### config.mk
export PLATFORM = sky130hd
export DESIGN_NAME = full_adder
export DESIGN_NICKNAME = d
export VERILOG_FILES = /design/src/rtl/full_adder_pkg.sv /design/src/rtl/full_adder_bit.sv /design/src/rtl/full_adder.sv
export SDC_FILE = /design/constraint.sdc
export NUM_CORES = 1
export LEC_CHECK = 0
export ABC_AREA = 0
export BUFFER_PORTS_ARGS = -buffer_cell sky130_fd_sc_hd__buf_4
export CAP_MARGIN = 20
export CORE_AREA = 3 3 40 42
export CTS_BUF_LIST = sky130_fd_sc_hd__clkbuf_2
export DETAILED_ROUTE_END_ITERATION = 10
export DIE_AREA = 0 0 43 45
export GPL_TIMING_DRIVEN = 1
export PLACE_DENSITY_LB_ADDON = 0.08
export RECOVER_POWER = 100
export REMOVE_ABC_BUFFERS = 1
export SLEW_MARGIN = 0
export SYNTH_ARGS = -nofsm -noshare
export SYNTH_HDL_FRONTEND = slang
export SYNTH_SLANG_ARGS = --single-unit
export TNS_END_PERCENT = 100
### constraint.sdc
create_clock -name clk -period 1.4 [get_ports clk]
set_input_delay 0.42 -clock clk [delete_from_list [all_inputs] [get_ports clk]]
set_output_delay 0.42 -clock clk [all_outputs]
set_load 0.01 [all_outputs]
### src/rtl/full_adder_pkg.sv
// Shared arithmetic constants and helpers for the full_adder datapath.
package full_adder_pkg;

    // Legal operand width range for the ripple-carry adder.
    localparam int WIDTH_MIN = 1;
    localparam int WIDTH_MAX = 32;

    // True when a requested adder width lies inside the supported range.
    function automatic bit width_ok(input int width);
        return (width >= WIDTH_MIN) && (width <= WIDTH_MAX);
    endfunction

endpackage

### src/rtl/full_adder_bit.sv
// Purely combinational 1-bit full adder cell; chained by the top level.
module full_adder_bit (
    input  logic a,
    input  logic b,
    input  logic cin,
    output logic s,
    output logic cout
);

    // Sum is the parity of the three inputs.
    assign s    = a ^ b ^ cin;
    // Carry is the majority of the three inputs.
    assign cout = (a & b) | (a & cin) | (b & cin);

endmodule

### src/rtl/full_adder.sv
// Clocked WIDTH-bit ripple-carry adder: {Cout, S} = A + B + Cin, one cycle
// of latency, synchronous active-low reset, outputs hold when idle.
module full_adder
    import full_adder_pkg::*;
#(
    parameter int WIDTH = 1
) (
    input  logic             clk,
    input  logic             rst_n,
    input  logic             valid_in,
    input  logic [WIDTH-1:0] A,
    input  logic [WIDTH-1:0] B,
    input  logic             Cin,
    output logic [WIDTH-1:0] S,
    output logic             Cout,
    output logic             valid_out
);

    // Reject unsupported widths while elaborating rather than building a
    // silently wrong adder.
    if (!width_ok(WIDTH)) begin : g_bad_width
        $error("full_adder: WIDTH=%0d outside %0d..%0d", WIDTH, WIDTH_MIN, WIDTH_MAX);
    end

    // carry[i] is the carry into bit i; carry[WIDTH] is the adder carry-out.
    logic [WIDTH:0]   carry;
    logic [WIDTH-1:0] sum_bits;

    logic [WIDTH-1:0] s_reg;
    logic             cout_reg;
    logic             valid_reg;

    assign carry[0] = Cin;

    // Ripple chain of identical 1-bit cells, LSB first.
    for (genvar gi = 0; gi < WIDTH; gi++) begin : g_cell
        full_adder_bit u_bit (
            .a    (A[gi]),
            .b    (B[gi]),
            .cin  (carry[gi]),
            .s    (sum_bits[gi]),
            .cout (carry[gi+1])
        );
    end

    // Output register: reset clears everything and beats a same-edge
    // valid_in; otherwise load on valid_in and hold the result when idle.
    always_ff @(posedge clk) begin
        if (!rst_n) begin
            s_reg     <= '0;
            cout_reg  <= 1'b0;
            valid_reg <= 1'b0;
        end else begin
            valid_reg <= valid_in;
            if (valid_in) begin
                s_reg    <= sum_bits;
                cout_reg <= carry[WIDTH];
            end
        end
    end

    assign S         = s_reg;
    assign Cout      = cout_reg;
    assign valid_out = valid_reg;

endmodule

# [Yosys cells after proc, flatten, opt, wreduce, memory -nomap -nowiden]
# Cells that the tools add are included.
[totals] out_inout_bits=3 register_bits=3 inputBits=6 word_cells=10
[op_classes] bitwise_logic=7
[op_table] op="1-bit bitwise AND" n=3
[op_table] op="1-bit bitwise OR" n=2
[op_table] op="1-bit bitwise XOR" n=2

# [Longest topological paths before layout]
[depth] word_depth=3 mapped_depth=3 mapped_depth_nobuf=3

# [Modules after synthesis]
# From an unflattened synthesis, not the netlist that was laid out.
[unflattened] cells_unflattened=9 hier_area_um2=120.1
[modules_own_cells] module="full_adder" area_per_inst_um2=100.1 seq_area_each_um2=60.1 n_inst=1 cells_each=8
[modules_own_cells] module="full_adder_bit" area_per_inst_um2=20.0 seq_area_each_um2=0.0 n_inst=1 cells_each=1

# [Least setup slack after synthesis]
# No wires, ideal clock.
[synth_timing] path_kind="input to register" from="input A" to="register s_reg, in the netlist S" required_time_ns=1.284 arrival_time_ns=1.047 path_slack_ns=0.237 setup_time_ns=0.116 path_stages=3 n_path_buf=0 path_cell_list="fa_1 -> mux2i_1 -> nor2b_1"
[synth_between] elab_chain_len=2
[synth_rtl] item="start, declared" line="full_adder.sv:11" rtl="input logic [WIDTH-1:0] A,"
[synth_rtl] item="1-bit bitwise XOR (2 in series)" line="full_adder_bit.sv:11" rtl="assign s = a ^ b ^ cin;"
[synth_rtl] item="end signal, assigned" line="full_adder.sv:56" rtl="s_reg <= sum_bits;"
[synth_rtl] item="end, declared" line="full_adder.sv:29" rtl="logic [WIDTH-1:0] s_reg;"
# No other way between the ends.
# A chain may end at the register's enable or synchronous reset.

# [Worst setup path after layout]
[layout_timing] from="register cout_reg, in the netlist Cout" to="output Cout"
[layout_rtl] item="start, declared" line="full_adder.sv:30" rtl="logic cout_reg;"
[layout_rtl] item="start signal, assigned" line="full_adder.sv:57" rtl="cout_reg <= carry[WIDTH];"
[layout_rtl] item="end, declared" line="full_adder.sv:15" rtl="output logic Cout,"
# No word-level cell between the ends.

==> flow_metrics.env <==
export IMPL_run_status="completed"
export IMPL_critPathTopFamily="flip-flops"
export IMPL_dr_wl_met3_um=40
export IMPL_antenna_cells=0
export IMPL_core_um2=1280
export IMPL_yosysTopAreaCellShare=0.500
export IMPL_dieArea_um2=1940
export IMPL_clk_pin_slew_ns=0.05
export IMPL_path_cells="clkbuf_1"
export IMPL_die_w_um=43
export IMPL_timing_rr_start="Cout"
export IMPL_dr_wl_met2_um=132
export IMPL_yosysTopAreaCell="dfxtp_1"
export IMPL_sw_frac_of_total=0.258
export IMPL_synth_seq_cells=3
export IMPL_fin_nets=29
export IMPL_place_ws_ns=0.0752
export IMPL_io_pins=9
export IMPL_p_comb_frac=0.131
export IMPL_cts_tree="built"
export IMPL_setup_slack_ns=0.294
export IMPL_vias=110
export IMPL_min_path_type="input port to flip-flop"
export IMPL_ys_types=5
export IMPL_htreeDepth=1
export IMPL_synth_most_common_cell="dfxtp_1"
export IMPL_endpoint_kind="output pin"
export IMPL_finalPower_w=0.000250
export IMPL_drv_cap=0
export IMPL_fmax_mhz=904
export IMPL_cts_setup_buffers=0
export IMPL_nFillCells=159
export IMPL_grt_max_degree=4
export IMPL_hold_path_startpoint="valid_in"
export IMPL_drtPass1Iterations=2
export IMPL_place_gp_congestion=0.594
export IMPL_multi_input_area_um2=60.1
export IMPL_layout_min_cycle_time_ns=1.11
export IMPL_path_buf_inv=1
export IMPL_maxSlewViolCount=0
export IMPL_fin_skew_ns=0
export IMPL_postRouteAntennaNets=0
export IMPL_ys_seq_area_frac=0.500
export IMPL_cp_slowest_stage_delay_ns=0.32
export IMPL_critPathLaunch="Cout"
export IMPL_dieHeight_um=45
export IMPL_dpl_instance_area_um2=199
export IMPL_wl_met1_um=131
export IMPL_drive_gt1_frac=0.381
export IMPL_layout_area_overhead_vs_synth_pct=66.7
export IMPL_start_util=0.0935
export IMPL_seq_power_share=0.378
export IMPL_required_ns=0.98
export IMPL_syn_area_um2=120
export IMPL_postLayoutCellArea_um2=200
export IMPL_grt_first_pass_wirelength_um=538
export IMPL_synth_area_per_cell_um2=13.3
export IMPL_finalSetupViolations=0
export IMPL_cp_max_fo=2
export IMPL_top_layer="met3"
export IMPL_root_buffer="clkbuf_2"
export IMPL_numCtsBuffers=3
export IMPL_finalSetupTns_ns=0
export IMPL_cp_arrival_ns=0.69
export IMPL_peakVddDrop_v=0.000320
export IMPL_gr_total_overflow=0
export IMPL_power_internal_w=0.000185
export IMPL_finalCritPeriodShare=0.790
export IMPL_vias_per_cell=3.06
export IMPL_synth_edf_count=0
export IMPL_num_rows=13
export IMPL_p_leak_nw=0.0877
export IMPL_cellPowerDensity_nw_per_um2=1250
export IMPL_switchingPower_w=0.0000645
export IMPL_start_kind="flip-flop"
export IMPL_postSynthCellCount=9
export IMPL_pwr_share_clk=0.491
export IMPL_synth_flop_cell="dfxtp_1"
export IMPL_clockBufferDepth=2
export IMPL_slew_headroom=0.920
export IMPL_yosysWarnings=0
export IMPL_routedWlPerCell_um=8.44
export IMPL_rsz0062_at_grt="false"
export IMPL_regArea_um2=60.1
export IMPL_slowest_stage="dfxtp_1"
export IMPL_portBuffers=8
export IMPL_final_hold_viol_count=0
export IMPL_drt_iter0_drc=1
export IMPL_crit_type="flip-flop to output pin"
export IMPL_worst_skew_pair_late_latency_ns=0.21
export IMPL_drc_errors=0
export IMPL_hold_buffers=0
export IMPL_yosys_top_cells_area="dfxtp_1, fa_1, mux2i_1"
export IMPL_grt_use_total=0.0458
export IMPL_rrSetupSlack_ns=0.82
export IMPL_async_reset_ff_frac=0
export IMPL_netlist_top_cells_count="dfxtp_1, mux2i_1, nor2b_1"
export IMPL_grt_pass1_vias=123
export IMPL_cts_sinks=3
export IMPL_tightest_slew_ns=0.117
export IMPL_cts_resized=0
export IMPL_antenna_found_initial=0
export IMPL_routed_wirelength_um=304
power groups by stage:
stage                     Combinational, W  Clock (W)  Sequential (W)
after floorplan                  0.0000116          0       0.0000991
after global placement           0.0000405          0       0.0000962
after detailed placement         0.0000412          0       0.0000963
after CTS                        0.0000412   0.000133       0.0000947
after global routing             0.0000376   0.000139       0.0000953
final                            0.0000328   0.000123       0.0000944
logic make-up (layout without fill, tap and decap cells):
| logic type | count (synthesis) | count (layout) | synth area share |
|---|---|---|---|
| adders and majority gates | 1 | 1 | 0.167 |
| buffers and inverters | 0 | 12 | 0 |
| DFF | 3 | 3 | 0.500 |
| muxes | 2 | 2 | 0.167 |
| and+or+nand+nor | 3 | 3 | 0.167 |
through the flow:
step	utilization	hold slack, ns	instances
after floorplan	-	0.538	9
after global routing	0.156	0.450	36
final	0.156	0.468	36
after CTS	0.170	0.433	36
after detailed placement	0.155	0.511	32
after global placement	0.155	0.503	32
routing by layer:
| layer | global-route usage | up-vias |
|---|---|---|
| li1 | - | 53 |
| met1 | 0.0458 | 51 |
| met2 | 0.0509 | 6 |
| met3 | 0.0518 | 0 |
| met4 | 0.0361 | 0 |
| met5 | 0 | - |
final cells by class:
| cell class | count | share of cell area |
|---|---|---|
| clock buffer | 4 | 0.100 |
| multi-input combinational | 6 | 0.300 |
| timing repair buffer | 8 | 0.206 |
| sequential | 3 | 0.300 |
| tap | 15 | 0.0938 |
cell usage in the layout (no fill, tap or decap):
| cell | count |
|---|---|
| clkbuf_1 | 5 |
| clkbuf_2 | 4 |
| dfxtp_1 | 3 |
| buf_4 | 3 |
| mux2i_1 | 2 |
| nor2b_1 | 2 |
| and2_2 | 1 |
| fa_1 | 1 |
worst paths after layout:
kind | end | depth (start not counted)
worst max register to register | Cout | 2
worst min-delay path | valid_out | 2
worst min register to register | S | 2
worst max-delay path | Cout | 1
flip-flops by register name, indices dropped and copies added, names as in the netlist:
| name | flops |
|---|---|
| Cout | 1 |
| S | 1 |
| valid_out | 1 |
No activity file was read; power rests on OpenSTA's default activity.
